$ cat src/rtl/wptr_handler_lvl_if.sv
// rtl/wptr_handler_lvl_if.sv - write-side pointer manager signal bundle
// Purpose: groups the write-domain request/flag signals of wptr_handler_lvl.
// Ports (signals):
//   w_en, g_rptr_async, af_level, ovf_clr        : driven by the user side (master)
//   b_wptr, g_wptr, waddr, full, almost_full,
//   wlevel, overflow                             : driven by the pointer manager (slave)
interface wptr_handler_lvl_if #(
  parameter int ADDR_WIDTH = 3
);
  localparam int PW = ADDR_WIDTH + 1;

  logic                  w_en;
  logic [PW-1:0]         g_rptr_async;
  logic [PW-1:0]         af_level;
  logic                  ovf_clr;
  logic [PW-1:0]         b_wptr;
  logic [PW-1:0]         g_wptr;
  logic [ADDR_WIDTH-1:0] waddr;
  logic                  full;
  logic                  almost_full;
  logic [PW-1:0]         wlevel;
  logic                  overflow;

  modport master (
    output w_en, g_rptr_async, af_level, ovf_clr,
    input  b_wptr, g_wptr, waddr, full, almost_full, wlevel, overflow
  );

  modport slave (
    input  w_en, g_rptr_async, af_level, ovf_clr,
    output b_wptr, g_wptr, waddr, full, almost_full, wlevel, overflow
  );
endinterface

$ cat src/rtl/wptr_handler_lvl.sv
// rtl/wptr_handler_lvl.sv - async FIFO write pointer manager with level and flags
// Purpose: keeps binary/Gray write pointers, synchronises the read Gray pointer
//   into wclk, and produces full, almost_full, fill level and sticky overflow.
// Ports:
//   wclk : write-domain clock (rising edge)
//   wrst : asynchronous active-high reset
//   bus  : wptr_handler_lvl_if.slave (w_en, g_rptr_async, af_level, ovf_clr in;
//          b_wptr, g_wptr, waddr, full, almost_full, wlevel, overflow out)
module wptr_handler_lvl #(
  parameter int ADDR_WIDTH  = 3,
  parameter int SYNC_STAGES = 2
) (
  input logic              wclk,
  input logic              wrst,
  wptr_handler_lvl_if.slave bus
);
  localparam int PW    = ADDR_WIDTH + 1;
  localparam int DEPTH = 1 << ADDR_WIDTH;
  // Inverting the two MSBs of the read Gray pointer gives the Gray value the
  // write pointer has when exactly DEPTH words are outstanding.
  localparam logic [PW-1:0] FULL_MASK = PW'(3) << (PW - 2);

  logic [SYNC_STAGES-1:0][PW-1:0] sync_q, sync_d;
  logic [PW-1:0] b_wptr_q, b_wptr_d;
  logic [PW-1:0] g_wptr_q, g_wptr_d;
  logic [PW-1:0] wlevel_q, wlevel_d;
  logic          full_q, full_d;
  logic          almost_full_q, almost_full_d;
  logic          overflow_q, overflow_d;

  logic [PW-1:0] g_rptr_sync;
  logic [PW-1:0] rptr_bin;
  logic          push;

  assign g_rptr_sync = sync_q[SYNC_STAGES-1];

  always_comb begin
    sync_d    = sync_q;
    sync_d[0] = bus.g_rptr_async;
    for (int s = 1; s < SYNC_STAGES; s++) begin
      sync_d[s] = sync_q[s-1];
    end

    // Gray to binary: each binary bit is the XOR of all Gray bits at or above it.
    rptr_bin = '0;
    for (int i = 0; i < PW; i++) begin
      rptr_bin[i] = ^(g_rptr_sync >> i);
    end

    push          = bus.w_en & ~full_q;
    b_wptr_d      = b_wptr_q + {{(PW-1){1'b0}}, push};
    g_wptr_d      = (b_wptr_d >> 1) ^ b_wptr_d;
    wlevel_d      = b_wptr_d - rptr_bin;
    full_d        = (g_wptr_d == (g_rptr_sync ^ FULL_MASK));
    almost_full_d = (wlevel_d >= bus.af_level);
    // A write attempt while full sets the flag even if clear is asserted.
    overflow_d    = (overflow_q & ~bus.ovf_clr) | (bus.w_en & full_q);
  end

  always_ff @(posedge wclk or posedge wrst) begin
    if (wrst) begin
      sync_q        <= '0;
      b_wptr_q      <= '0;
      g_wptr_q      <= '0;
      wlevel_q      <= '0;
      full_q        <= 1'b0;
      almost_full_q <= 1'b0;
      overflow_q    <= 1'b0;
    end else begin
      sync_q        <= sync_d;
      b_wptr_q      <= b_wptr_d;
      g_wptr_q      <= g_wptr_d;
      wlevel_q      <= wlevel_d;
      full_q        <= full_d;
      almost_full_q <= almost_full_d;
      overflow_q    <= overflow_d;
    end
  end

  assign bus.b_wptr      = b_wptr_q;
  assign bus.g_wptr      = g_wptr_q;
  assign bus.waddr       = b_wptr_q[ADDR_WIDTH-1:0];
  assign bus.full        = full_q;
  assign bus.almost_full = almost_full_q;
  assign bus.wlevel      = wlevel_q;
  assign bus.overflow    = overflow_q;
endmodule
$ cat src/flat_wrapper.sv
// flat-port wrapper written by rule: the top's interface ports become plain ports
module wptr_handler_lvl_flat 
#(
  parameter int ADDR_WIDTH  = 3,
  parameter int SYNC_STAGES = 2
)
  (wclk, wrst, bus_w_en, bus_g_rptr_async, bus_af_level, bus_ovf_clr, bus_b_wptr, bus_g_wptr, bus_waddr, bus_full, bus_almost_full, bus_wlevel, bus_overflow);
  wptr_handler_lvl_if #(.ADDR_WIDTH(ADDR_WIDTH)) bus_i ();
  input logic wclk;
  input logic wrst;
  input wire logic [$bits(bus_i.w_en)-1:0] bus_w_en;
  input wire logic [$bits(bus_i.g_rptr_async)-1:0] bus_g_rptr_async;
  input wire logic [$bits(bus_i.af_level)-1:0] bus_af_level;
  input wire logic [$bits(bus_i.ovf_clr)-1:0] bus_ovf_clr;
  output wire logic [$bits(bus_i.b_wptr)-1:0] bus_b_wptr;
  output wire logic [$bits(bus_i.g_wptr)-1:0] bus_g_wptr;
  output wire logic [$bits(bus_i.waddr)-1:0] bus_waddr;
  output wire logic [$bits(bus_i.full)-1:0] bus_full;
  output wire logic [$bits(bus_i.almost_full)-1:0] bus_almost_full;
  output wire logic [$bits(bus_i.wlevel)-1:0] bus_wlevel;
  output wire logic [$bits(bus_i.overflow)-1:0] bus_overflow;
  assign bus_i.w_en = bus_w_en;
  assign bus_i.g_rptr_async = bus_g_rptr_async;
  assign bus_i.af_level = bus_af_level;
  assign bus_i.ovf_clr = bus_ovf_clr;
  assign bus_b_wptr = bus_i.b_wptr;
  assign bus_g_wptr = bus_i.g_wptr;
  assign bus_waddr = bus_i.waddr;
  assign bus_full = bus_i.full;
  assign bus_almost_full = bus_i.almost_full;
  assign bus_wlevel = bus_i.wlevel;
  assign bus_overflow = bus_i.overflow;
  wptr_handler_lvl #(.ADDR_WIDTH(ADDR_WIDTH), .SYNC_STAGES(SYNC_STAGES)) u_core (.wclk(wclk), .wrst(wrst), .bus(bus_i));
endmodule
$ cat config.mk
export PLATFORM = sky130hd
export DESIGN_NAME = wptr_handler_lvl_flat
export DESIGN_NICKNAME = d
export VERILOG_FILES = /design/src/rtl/wptr_handler_lvl_if.sv /design/src/rtl/wptr_handler_lvl.sv /design/src/flat_wrapper.sv
export SDC_FILE = /design/constraint.sdc
export NUM_CORES = 1
export LEC_CHECK = 0
export ABC_AREA = 1
export CAP_MARGIN = 20
export CORE_MARGIN = 8
export CORE_UTILIZATION = 45
export DETAILED_ROUTE_END_ITERATION = 10
export PLACE_DENSITY = 0.84
export SLEW_MARGIN = 20
export SYNTH_ARGS = -nofsm -noshare
export SYNTH_HDL_FRONTEND = slang
export SYNTH_SLANG_ARGS = --single-unit
export TNS_END_PERCENT = 20
$ cat constraint.sdc
create_clock -name wclk -period 3.2 [get_ports wclk]
set_input_delay 0.32 -clock wclk [delete_from_list [all_inputs] [get_ports wclk]]
set_output_delay 0.32 -clock wclk [all_outputs]
set_load 0.05 [all_outputs]
==> run metrics, run 1 <==
status=completed; WL per Instance=approximately 12 um; initial core utilization=47.7%; Vias/cell=4.94; filler instances=200; commonest cells after routing, fill and taps aside=clkdlybuf4s50_1 (29), dfrtp_1 (22), nand2_1 (21); ranking of synthesized cells by area=dfrtp_1 (52%), ha_1 (11%), nand2_1 (7.5%), inv_1 (6.8%), nand3_1 (6.2%); DRC viols=0; Worst setup EP type=flip-flop; post-synth net total=128; commonest non-fill, non-tap cell in the layout=clkdlybuf4s50_1; GRT overflow=0; Worst Hold Class=reg -> reg; core area=~2200 um2; Fin. Hold Viols=0; Slew HR=a little under half; Req. time, crit path=between 3 and 4 ns; Tmin final=between 2 and 3 ns; syn_area_per_cell=approximately 10 um2; Worst-Margin Slew=approximately 0.8 ns; first-pass GRT wire length=around 3300 um; routability cong.=a little over 0.8; reg-to-reg startpoint=u_core.bus.full; fmax=between 300 and 400 MHz; Slew Limit Fails=0; Yosys top cell by area=dfrtp_1; largest net degree at the start of global routing=23; die area=just over 4000 um2; total track usage=9.66%; worst path arrival time=around 2.9 ns; n_diodes=0; Worst-path clk slew=between 0.1 and 0.15 ns; Area growth syn-to-layout=30.1%; initial antenna violation count=0; clk sinks=22; register bit total from synthesis=22; Final TNS setup=0 ns; cell count after synthesis=approximately 110; cts hold-fix bufs=0; RSZ-0062 raised after global routing=no; Ys Warns=0; Pre-antenna DRT Iters=5; sequential area share after synthesis=52.1%; Netlist Area Pre-Place=between 1000 and 1500 um2; critical path peak fanout=4; crit share post-route=85.5%; Worst setup SP type=input port; Crit Path Category=in -> reg; remaining antenna violation count after routing=0; final wirelength=~1900 um; via count=801; postcts setup bufs=0; post-synth cell types=18; dpl hpwl=between 1500 and 2000 um; Final #Nets=~160; H-tree lvl count=1; Final setup viols=0; vias in the first global route=a little over 800; chip height=about 64 um; Clk Latency, worst-skew pair=0.30 ns; Max-Cap Viols=0; Detailed Route Iter0 Violations=19; proportion of layout cells with a drive suffix above 1=roughly 4.5%; CTS tree=yes; Final Skew=roughly 0.0068 ns; Crit. Startpoint=bus_w_en; HP Start=u_core.sync_d[5]; CTS Buf Count=3; Root Buffer=clkbuf_4; Synth top area share=52.1%; Port-buffer cells=29; IO Count=30; row count=17; DIE WIDTH=roughly 64 um; CTS resizes=0; CTS max path bufs=2
==> layout make-up <==
class	instances	area [um2]	share of cell area [%]
clock buffer	3	22.5	1.64
tap	28	35.0	2.55
multi-input combinational	61	404	29.4
sequential	22	551	40.1
inverter	19	71.3	5.19
timing repair buffer	29	290	21.1
==> routing by layer <==
metal,vias to the layer above,part of all wire (%),track usage [%]
met4,0,1.3,3.27
met3,2,6.5,2.75
met2,28,52,18.4
met1,383,40,9.77
li1,388,-,-
met5,-,0,0
==> worst max-delay path: stages <==
cell             delay, ns
clkdlybuf4s50_1       0.48
inv_1                 0.04
nor2_1                0.08
ha_1                  0.20
ha_1                  0.21
inv_1                 0.06
nand2_1               0.07
nand2_1               0.11
ha_1                  0.36
a21oi_1               0.14
o21a_1                0.14
xor2_1                0.17
ha_1                  0.28
a21oi_1               0.16
nand3_1               0.09
==> cell usage after synthesis <==
master and n:
a21oi_1 2, xor2_1 3, nand2_2 1, o21a_1 1, inv_1 19, nand2_1 21
o21ai_0 1, fa_1 1, xnor2_1 1, nand3_1 13, xnor2_2 1, dfrtp_1 22
xor2_2 1, nor2_1 3, ha_1 9, nand4_1 2, buf_4 4, o211ai_1 1
==> final timing paths <==
path / endpoint / slack, ns / cells after the start
max reg2reg: u_core.bus.almost_full / 0.57 / 13
min reg2reg: u_core.g_rptr_sync[1] / 0.36 / 0
max in group asynchronous: u_core.bus.b_wptr[2] / 2.24 / 2
max: u_core.bus.almost_full / 0.46 / 15
min in group asynchronous: u_core.bus.almost_full / 0.46 / 2
min: u_core.g_rptr_sync[1] / 0.36 / 0
==> metrics by stage <==
stage          hold slack, ns  cell area [um2]  cells  worst slack [ns]  utilization, %
2_1_floorplan           0.309             1060    106             0.511               -
3_3_place_gp            0.332             1350    159             0.160            61.1
3_5_place_dp            0.340             1350    159             0.108            61.1
4_1_cts                 0.365             1370    162             0.436            62.1
5_1_grt                 0.378             1370    162             0.224            62.1
6_report                0.361             1370    162             0.462            62.1
==> state kept, by name (all words and copies together), names as in the netlist <==
signal,count
u_core.bus.wlevel,4
u_core.g_rptr_sync,4
u_core.bus.full,1
u_core.bus.g_wptr,3
u_core.bus.almost_full,1
u_core.bus.overflow,1
u_core.sync_d,4
u_core.bus.b_wptr,4
==> logic make-up after synthesis <==
family                   Yosys count  share of synthesized area, %
AND/OR/NAND/NOR                   40                          16.5
AO/OA/AOI/OAI                      5                          2.84
flip-flops                        22                          52.1
buffers and inverters             23                          9.60
adder cells (fa/ha/maj)           10                          12.6
XOR/XNOR                           6                          6.40
Power of run 1 is not shown: default switching activity piles up to over one toggle a cycle in this logic, so the estimate is an artifact.
==> run 2: changes to the inputs <==
CTS_CLUSTER_DIAMETER = 40   (was unset)
SKIP_CTS_REPAIR_TIMING = 1   (was unset)
==> results of run 2 <==
The final DEF is identical to that of run 1; final timing and power are the same.
Power of run 2 is left out for the same reason.
